<file path="config.mk">
export PLATFORM = sky130hd
export DESIGN_NAME = right_shift_seq
export DESIGN_NICKNAME = d
export VERILOG_FILES = /design/src/rtl/right_shift_seq.sv
export SDC_FILE = /design/constraint.sdc
export NUM_CORES = 1
export LEC_CHECK = 0
export CAP_MARGIN = 10
export CORE_ASPECT_RATIO = 1.5
export CORE_MARGIN = 2
export CORE_UTILIZATION = 51
export DETAILED_ROUTE_END_ITERATION = 6
export PLACE_DENSITY = 0.79
export SLEW_MARGIN = 20
export SYNTH_ARGS = -nofsm -noshare
export SYNTH_HDL_FRONTEND = slang
export SYNTH_SLANG_ARGS = --single-unit
</file>
<file path="constraint.sdc">
create_clock -name clk -period 2.3 [get_ports clk]
set_input_delay 0.46 -clock clk [delete_from_list [all_inputs] [get_ports clk]]
set_output_delay 0.46 -clock clk [all_outputs]
set_load 0.02 [all_outputs]
</file>
<file path="src/rtl/right_shift_seq.sv">
// Iterative log-stage right shifter with valid/ready handshakes.
// Each clock resolves one bit of the shift amount, LSB first, so every
// request takes exactly SW shift cycles whatever the amount.
module right_shift_seq #(
    parameter  int unsigned width = 8,
    localparam int unsigned SW    = $clog2(width)
) (
    input  logic             clk,
    input  logic             rst,
    input  logic             i_valid,
    output logic             i_ready,
    input  logic [width-1:0] i_bits,
    input  logic [SW-1:0]    i_shift,
    input  logic             i_arith,
    output logic             o_valid,
    input  logic             o_ready,
    output logic [width-1:0] o_bits
);

    localparam int unsigned EXT_W = 2 * width;

    typedef enum logic [1:0] {
        IDLE  = 2'd0,
        SHIFT = 2'd1,
        DONE  = 2'd2
    } state_t;

    state_t             state_r, state_nxt;
    logic [width-1:0]   data_r, data_nxt;
    logic [SW-1:0]      shift_r, shift_nxt;
    logic [SW-1:0]      stage_r, stage_nxt;
    logic               fill_r, fill_nxt;
    logic               ready_r, ready_nxt;
    logic               valid_r, valid_nxt;
    logic [EXT_W-1:0]   ext_shifted;

    // State and datapath registers; outputs are flops, never input-derived.
    always_ff @(posedge clk or posedge rst) begin
        if (rst) begin
            state_r <= IDLE;
            data_r  <= '0;
            shift_r <= '0;
            stage_r <= '0;
            fill_r  <= 1'b0;
            ready_r <= 1'b1;
            valid_r <= 1'b0;
        end else begin
            state_r <= state_nxt;
            data_r  <= data_nxt;
            shift_r <= shift_nxt;
            stage_r <= stage_nxt;
            fill_r  <= fill_nxt;
            ready_r <= ready_nxt;
            valid_r <= valid_nxt;
        end
    end

    // Next-state, datapath update and registered-output decode.
    always_comb begin
        state_nxt   = state_r;
        data_nxt    = data_r;
        shift_nxt   = shift_r;
        stage_nxt   = stage_r;
        fill_nxt    = fill_r;
        // Fill bits sit above the data so a right shift pulls them in.
        ext_shifted = {{width{fill_r}}, data_r} >> (EXT_W'(1) << stage_r);

        case (state_r)
            IDLE: begin
                if (i_valid && ready_r) begin
                    data_nxt  = i_bits;
                    shift_nxt = i_shift;
                    fill_nxt  = i_arith & i_bits[width-1];
                    stage_nxt = '0;
                    state_nxt = SHIFT;
                end
            end
            SHIFT: begin
                if (shift_r[stage_r]) begin
                    data_nxt = ext_shifted[width-1:0];
                end
                if (stage_r == SW'(SW - 1)) begin
                    stage_nxt = '0;
                    state_nxt = DONE;
                end else begin
                    stage_nxt = stage_r + SW'(1);
                end
            end
            DONE: begin
                if (o_ready) begin
                    state_nxt = IDLE;
                end
            end
            default: begin
                state_nxt = IDLE;
            end
        endcase

        ready_nxt = (state_nxt == IDLE);
        valid_nxt = (state_nxt == DONE);
    end

    assign i_ready = ready_r;
    assign o_valid = valid_r;
    assign o_bits  = data_r;

endmodule

</file>
==> reports/results.ini <==
[run_status]
status = completed

[global_route]
grt_pass1_vias = 1279
busiest_layer = met2
grt_util_met3_pct = 2.98
grt_use_met1_pct = 30.4
grt_max_degree = 27
grt_pass1_wl_um = 6000
grt_use_met2_pct = 49.1
grt_usage_pct = 27.0
grt.overflow.total = 0
antenna_found_initial = 0

[power_and_ir_drop]
powerDensity_nw_per_um2 = 1500
ir_worst_vdd_mv = 0.964
p_leak_uw = 0.000687

[logic_synthesis]
synth_cell_type_count = 47
yosysWarnings = 0
synthArstFlopShare_pct = 100
netlist_area_um2 = 1350
synth-main-ff-cell = dfrtp_1
yosys_register_bits = 19
postSynthCellCount = 157
yosysSeqAreaShare_pct = 35.4
synth-edff-count = 0
syn_area_per_cell_um2 = 8.58
synth_nets = 175

[die]
ios = 26
die_area_um2 = 3080
start_util_pct = 54.4
chipHeight_um = 67.0
coreArea_um2 = 2480
dieWidth_um = 46.0
fp-row-count = 22

[routing]
drt_wl_total_um = 3620
routedWlPerCell_um = 17.6
ant_nets = 0
vias_per_cell = 6.34
initialDrtViolationCount = 56
drc = 0
vias = 1307
dr.pass1.iters = 4

[setup_path]
cp-endpoint = o_bits[3]
startpoint = stage_r[0]
critPathRequiredTime_ns = 2.50
crit_path_end_kind = flip-flop
timing.rr.end = o_bits[3]
crit_buf_inv = 1
cp_slowest_cell = dfrtp_1
worstSetupPathType = reg -> reg
r2r-start = stage_r[0]
path_cells = buf_4 > mux2_1 > a221o_1 > a21oi_1 > a2bb2oi_1 > o21ai_1
path_depth = 6
slowest_delay_ns = 0.41
crit_family = compound AO/OA/AOI/OAI gates
crit_path_max_fanout = 26
start_kind = flip-flop
critPathArrivalTime_ns = 2.23
ff2ff_path_depth = 6
r2r_slack_ns = 0.27

[sta]
setup_violations = 0
fin_worst_skew_ns = 0.00804
fmax_mhz = 493
fin_ws_ns = 0.272
worst_pin_slew_ns = 0.720
grt_setup_unrepaired = no
min_period_ns = 2.03
final-hold-violation-count = 0
drv_slew = 0
setup_tns_ns = 0
finalCritPeriodShare_pct = 88.2
slew_headroom_pct = 51.9
holdWs_ns = 0.496

[final_layout]
area_growth_pct = 23.2
antenna_cells = 0
fin_cells = 206
fillCellCount = 220
register_area_um2 = 478
layout-drive-gt1-share_pct = 10.4
nNetsFinal = 201
final_common_cell = clkdlybuf4s50_1
mostFrequentLayoutCells = clkdlybuf4s50_1 (25), dfrtp_1 (17), a21oi_1 (14)
multi_input_area_um2 = 781
stdcell_area_um2 = 1660

[place]
port_buffers = 25
dpl.cell_count = 202
gp_congestion = 0.874
place_hpwl_um = 2790
pre_cts_slack_ns = 0.179
placed_area_um2 = 1630

[clock_tree]
cts_hold_buf = 0
clock_path_buffers = 2
cts-root-buf = clkbuf_4
clk_pin_slew_ns = 0.12
htree_num_levels = 1
cts_tree = yes
clk_latency_ns = 0.31
cts_buffers = 3
cts_sinks = 19

[run]
drv_cap = 0

[hold_path]
hp-class = reg -> reg

## synth_stat cells, drive strengths merged (2+ instances only)
cell	instances	share of area (%)
dfrtp	18	33
a21oi	14	5.2
nand2	12	3.3
nor2	9	2.5
buf	8	3.4
o21ai	8	3.0
inv	7	2.0
nand2b	7	3.2
a31oi	6	2.8
nor2b	6	2.8
clkbuf	5	1.4
mux2	5	4.2
o31ai	4	2.2
a211oi	3	1.7
a221o	3	2.2
a221oi	3	2.0
mux2i	3	2.2
nand3	3	1.1
o2bb2ai	3	2.0
a2111oi	2	1.3
a2bb2oi	2	1.3
ha	2	1.9
nor3	2	0.74
nor3b	2	1.5
o22ai	2	0.93
## through the flow
stage	util, %	power, µW
4_1_cts	66.9	2480
5_1_grt	67.0	2710
2_1_floorplan	-	1800
3_3_place_gp	65.8	2240
6_report	67.0	2490
3_5_place_dp	65.8	2310
## worst min-delay path: stages, from the launching register on
cell	delay, ns
dfrtp_1	0.36
nand2_1	0.05
o21ai_1	0.06
## flip-flops by register name, indices dropped and copies added (netlist names)
| name | cells |
|---|---|
| o_bits | 8 |
| shift_r | 3 |
| stage_r | 3 |
| state_r | 2 |
| fill_r | 1 |
| i_ready | 1 |
| o_valid | 1 |
## how the worst min path moves through the flow
stage          cells past startpoint   endpoint       from
6_report                           2  o_bits[0]  o_bits[0]
5_1_grt                            2  o_bits[0]  o_bits[0]
4_1_cts                            2  o_bits[0]  o_bits[0]
3_5_place_dp                       2  o_bits[0]  o_bits[0]
3_3_place_gp                       2  o_bits[0]  o_bits[0]
2_1_floorplan                      1     fill_r        rst
## power by group
part | internal (µW) | switching (µW) | total (µW)
Clock | 65.0 | 114 | 179
Combinational | 742 | 891 | 1630
Sequential | 498 | 179 | 677
## final cells by class
class	instances	share of cell area, %
repair buffers	34	19.1
flip-flops and latches	19	28.8
multi-input cells	118	47.0
inverters	7	1.58
clock inverters	1	0.301
well taps	24	1.81
clock buffers	3	1.36
## logic make-up after synthesis
kind of cell / count (synthesis) / synth area share (%)
adder cells (fa/ha/maj): 2 / 1.86
multiplexers: 8 / 6.41
AO/OA/AOI/OAI: 56 / 28.0
AND/OR/NAND/NOR: 51 / 21.0
flip-flops: 19 / 35.4
buffers and inverters: 20 / 6.78
XOR/XNOR: 1 / 0.650
## metal layers
layer,part of all wire (%),wire length [µm]
met3,3.7,133
met4,3.0,107
met1,37,1340
met2,56,2030
met5,0,0
## repair_timing
| item | 4_1_cts | 5_1_grt |
|---|---|---|
| setup buffers | 0 | 0 |
| gates resized for setup | 0 | 2 |
| endpoints found under the setup margin | 0 | 1 |
Note: power is estimated with default switching activity, not from simulation.
==> RTL edit 1: new RTL, same flow settings <==
Change the parameter `width` from 8 to 16.
--- a/src/rtl/right_shift_seq.sv
+++ b/src/rtl/right_shift_seq.sv
@@ -3,5 +3,5 @@
 // request takes exactly SW shift cycles whatever the amount.
 module right_shift_seq #(
-    parameter  int unsigned width = 8,
+    parameter  int unsigned width = 16,
     localparam int unsigned SW    = $clog2(width)
 ) (
Interface: changed (resized i_bits, i_shift and o_bits); port bits go from 26 to 43. The function was not compared with the original's and may differ.
==> RTL edit 1 against the unedited design <==
Setup slack got worse by 0.27 ns; global-route usage increased by 8.4 points; routed wire length increased to 2.5 times the old value; synthesized cell count increased by 82%; area after synthesis increased by 78%; first-iteration DRC count increased to 4.7 times the old value; non-clock buffer count increased by 64; sequential cell count increased by 10; cell area increased by 120%; critical endpoint is now o_bits[6].
Power is left out: the tool's default activity adds up to more than one toggle a clock period on the data nets, which glitch-free logic cannot reach.
==> RTL edit 1: results (changes against the unedited design) <==
| Metric | Value |
|---|---|
| Clock skew | `0.00419 ns (was 0.00804 ns)` |
| DRT iter0 DRCs | `263 (was 56)` |
| Nets | `403 (was 201)` |
| Worst path top cell family by delay | `compound AO/OA/AOI/OAI gates (unchanged)` |
| CP Data Arrival Time | `2.48 ns (was 2.23 ns)` |
| Initial antenna violation count | `0 (unchanged)` |
| Hpwl dp | `6830 um (was 2790 um)` |
| Post-synth top cells | `nand2_1 (42), dfrtp_1 (28), nor2_1 (23) (was dfrtp_1 (18), a21oi_1 (14), nand2_1 (12))` |
| Vias | `2,754 (was 1,307)` |
| Placer Congestion | `0.945 (was 0.874)` |
| CP max stage delay | `0.44 ns (was 0.41 ns)` |
| Largest register FFs | `16 (was 8)` |
| Final wirelength | `9200 um (was 3620 um)` |
| Asr flop ratio synth | `1.00 (unchanged)` |
| Post-synth top flop | `dfrtp_1 (unchanged)` |
| Worst slew margin | `0.621 (was 0.519)` |
| Share of cells above drive strength 1 | `0.319 (was 0.104)` |
| CTS Buffer Depth | `2 (unchanged)` |
| Fin cells | `437 (was 206)` |
| Crit path max fanout | `5 (was 26)` |
| Ys Warns | `0 (unchanged)` |
| Vias in the first global route | `2,619 (was 1,279)` |
| Worst Hold Class | `flop to flop (unchanged)` |
| Largest net degree at the start of global routing | `30 (was 27)` |
| Yosys cell types | `61 (was 47)` |
| PortBufs | `42 (was 25)` |
| Worst skew pair latency | `0.29 ns (was 0.31 ns)` |
| Placed Cells | `427 (was 202)` |
| Mean Syn Cell Area | `8.43 sq um (was 8.58 sq um)` |
| Reg clk slew, reported paths | `0.07 ns (was 0.12 ns)` |
| DR pass1 iterations | `5 (was 4)` |
| All-layer global routing usage | `0.354 (was 0.270)` |
| Register area share after synthesis | `0.302 (was 0.354)` |
| CTS Buf Count | `5 (was 3)` |
| Global-route wire length before repair | `13,500 um (was 6000 um)` |
| Status | `completed (unchanged)` |
| Top post-synthesis cells by area | `dfrtp_1 (29%), mux2i_1 (7.9%), nand2_1 (6.6%), nor2_1 (3.6%), ha_1 (3.1%) (was dfrtp_1 (33%), a21oi_1 (5.2%), nand2_1 (3.3%), nand2b_1 (3.2%), a31oi_1 (2.8%))` |
| Antenna diode count | `0 (unchanged)` |
| Synth Net Count | `316 (was 175)` |
| Worst path slowest cell | `dfrtp_2 (was dfrtp_1)` |
| H-tree lvl count | `2 (was 1)` |
| CTS root buffer | `clkbuf_8 (was clkbuf_4)` |
[RTL edit 1: cell types whose count changed after synthesis, moves of 5 or more]
cell      unedited run  this run
mux2i_1              3        19
nand2_1             12        42
nor2_1               9        23
dfrtp_1             18        28
o22ai_1              2         9
nand3_1              3         8
a211oi_1             3         9
o21ai_0              4         9
[RTL edit 1: logic make-up (layout without fill, tap and decap cells)]
kind of cell,count (synthesis),in the layout,share of synthesized area
adders and majority gates,6,6,0.0312
and+or+nand+nor,105,105,0.211
buffers and inverters,27,115,0.0484
AOI/OAI and AO/OA,94,94,0.290
DFF,29,29,0.302
muxes,24,24,0.117
[RTL edit 1: layout make-up]
cell class,count,area (sq um)
clock buffer,7,96.3
fill,301,956
tap,64,80.1
inverter,9,33.8
sequential,29,729
multi-input combinational,229,1790
clock inverter,1,5.00
timing repair buffer,98,852
[RTL edit 1: final timing paths]
kind | from | to | slack [ns] | cells past startpoint
max | stage_r[1] | o_bits[6] | 0.006 | 8
min | shift_r[3] | shift_r[3] | 0.48 | 2
max reg2reg | stage_r[1] | o_bits[6] | 0.006 | 8
min reg2reg | shift_r[3] | shift_r[3] | 0.48 | 2
max in group asynchronous | rst | i_ready | 1.44 | 3
min in group asynchronous | rst | o_bits[14] | 0.54 | 3
[RTL edit 1: tightest hold or removal path, cell delays in order (launching register included)]
cell	delay, ns
dfrtp_1	0.34
nand2_1	0.05
nand2_1	0.06
[RTL edit 1: per-stage QoR]
step / utilization / setup WS, ns / hold WS, ns / cell area, sq um / TNS (ns)
after floorplan: - / -0.0185 / 0.440 / 2420 / -0.0384
after global placement: 0.712 / -0.0207 / 0.454 / 3230 / -0.0655
after detailed placement: 0.712 / -0.0788 / 0.462 / 3230 / -0.561
after CTS: 0.750 / 0.00209 / 0.478 / 3410 / 0
after global routing: 0.790 / -0.0648 / 0.499 / 3590 / -0.297
final: 0.790 / 0.00637 / 0.480 / 3590 / 0
[RTL edit 1: layer usage]
layer / GRT usage / wire [um] / vias up
met4: 0.257 / 586 / 0
met1: 0.386 / 3350 / 1320
met2: 0.609 / 4760 / 150
met5: 0 / 0 / -
met3: 0.0428 / 510 / 45
li1: - / - / 1239
[RTL edit 1: timing repair]
action / 4_1_cts / 5_1_grt
setup buffers: 1 / 1
pin swaps: 1 / 10
gates resized for setup: 15 / 36
gates cloned: 0 / 0
hold buffers: 0 / 0
setup endpoints to repair: 14 / 16
==> RTL edit 2: new RTL, same settings <==
Made on the original files. Re-encode `state_t` (3 states) as one-hot, 3 bits wide.
--- a/src/rtl/right_shift_seq.sv
+++ b/src/rtl/right_shift_seq.sv
@@ -20,8 +20,8 @@
     localparam int unsigned EXT_W = 2 * width;
 
-    typedef enum logic [1:0] {
-        IDLE  = 2'd0,
-        SHIFT = 2'd1,
-        DONE  = 2'd2
+    typedef enum logic [2:0] {
+        IDLE  = 3'b001,
+        SHIFT = 3'b010,
+        DONE  = 3'b100
     } state_t;
 
Behaviour: no difference found for any inputs over 10 cycles, from zero or initial values and one cycle with rst high; not proved beyond that.
==> RTL edit 2 against the unedited design <==
Non-clock buffer count up 6; sequential share of layout area down 2.1 points; cell area up 14%; via count up 15%; global-route usage up 2.0 points; die area up 8.4%; power down 12%; routed wire length up 21%; synthesized cell count up 5.7%; area after synthesis up 9.1%; sequential cell count up 1; setup slack worse by 0.030 ns.
==> RTL edit 2: results (changes against the unedited design) <==
| Metric | Value |
|---|---|
| Status | `completed (unchanged)` |
| Placed Cells | `233 (was 202)` |
| Fin cells | `237 (was 206)` |
| Hold Crit Start | `shift_r[1] (was o_bits[0])` |
| Reg clk slew, reported paths | `0.07 ns (was 0.12 ns)` |
| Global-route wire length before repair | `7000 um (was 6000 um)` |
| Worst Hold Path EP | `shift_r[1] (was o_bits[0])` |
| Worst slew margin | `0.678 (was 0.519)` |
| Combinational share of power | `0.576 (was 0.656)` |
| Final wirelength | `4390 um (was 3620 um)` |
| Yosys cell types | `55 (was 47)` |
| Nets | `219 (was 201)` |
| Sw Share | `0.437 (was 0.475)` |
| Worst vdd ir | `0.815 mV (was 0.964 mV)` |
| DRT iter0 DRCs | `64 (was 56)` |
| FF-to-FF setup slack | `0.24 ns (was 0.27 ns)` |
| Hpwl dp | `3480 um (was 2790 um)` |
| Worst Reg-to-Reg Cells | `8 (was 6)` |
| WHS Path Cells | `1 (was 2)` |
| P_leak | `0.757 nW (was 0.687 nW)` |
| Clock skew | `0.00415 ns (was 0.00804 ns)` |
| Post-synth top cells | `dfrtp_1 (18), nand2_1 (17), nor2_1 (12) (was dfrtp_1 (18), a21oi_1 (14), nand2_1 (12))` |
| Crit path max fanout | `11 (was 26)` |
| Top post-synthesis cells by area | `dfrtp_1 (31%), nand2_1 (4.3%), dfstp_2 (3.6%), o21ai_0 (3.4%), a21oi_1 (3.1%) (was dfrtp_1 (33%), a21oi_1 (5.2%), nand2_1 (3.3%), nand2b_1 (3.2%), a31oi_1 (2.8%))` |
| Share of cells above drive strength 1 | `0.185 (was 0.104)` |
| Register area share after synthesis | `0.342 (was 0.354)` |
| Vias in the first global route | `1,431 (was 1,279)` |
| Vias | `1,507 (was 1,307)` |
| CTS root buffer | `clkbuf_8 (was clkbuf_4)` |
| All-layer global routing usage | `0.290 (was 0.270)` |
| CP Data Arrival Time | `2.21 ns (was 2.23 ns)` |
| CP max stage delay | `0.39 ns (was 0.41 ns)` |
| Critical R2R Capture | `o_bits[5] (was o_bits[3])` |
| Hold_ws | `0.500 ns (was 0.496 ns)` |
| Clock power frac | `0.120 (was 0.072)` |
| Synth Net Count | `184 (was 175)` |
| Mean Syn Cell Area | `8.86 sq um (was 8.58 sq um)` |
==> RTL edit 2: changes by cell type in the layout (fill, tap and decap cells not counted), moves of 4 or more <==
cell	before	now
o21ai_0	4	10
buf_4	9	15
nand2b_1	7	3
o21a_1	1	6
nand2_1	12	17
a21oi_1	14	9
clkbuf_8	0	4
==> RTL edit 2: layout make-up <==
cell class | count | area [sq um] | area share
tap | 37 | 46.3 | 0.0246
sequential | 20 | 503 | 0.267
timing repair buffer | 40 | 363 | 0.192
inverter | 8 | 30.0 | 0.0159
multi-input combinational | 128 | 888 | 0.471
clock buffer | 4 | 55.1 | 0.0292
==> RTL edit 2: logic make-up (layout without fill, tap and decap cells) <==
kind of cell / after synthesis / count (layout) / share of synthesized area
AOI/OAI and AO/OA: 60 / 60 / 0.323
adders and majority gates: 3 / 3 / 0.0238
buffers and inverters: 18 / 52 / 0.0553
DFF: 20 / 20 / 0.342
muxes: 7 / 7 / 0.0502
and+or+nand+nor: 58 / 58 / 0.206
==> RTL edit 2: stage by stage <==
stage               setup WS (ns)  cell area [sq um]
global route                0.151               1890
CTS                         0.317               1890
detailed placement          0.332               1830
finish                      0.243               1890
floorplan                  0.0410               1470
global placement            0.337               1830
==> RTL edit 2: worst max-delay path by stage <==
stage                            to        from  cells after the start  slack (ns)
after global placement    o_bits[3]  stage_r[0]                      6        0.34
after CTS                 o_bits[5]  stage_r[0]                      8        0.32
after floorplan           o_bits[1]  stage_r[1]                     10        0.04
after detailed placement  o_bits[3]  stage_r[0]                      6        0.33
after global routing      o_bits[5]  stage_r[0]                      8        0.15
final                     o_bits[5]  stage_r[0]                      8        0.24
==> RTL edit 2: routing by layer <==
layer  routed length, um  GRT usage
met5                   0          0
met4                 213      0.132
met3                 275     0.0495
met2                2260      0.465
met1                1640      0.359
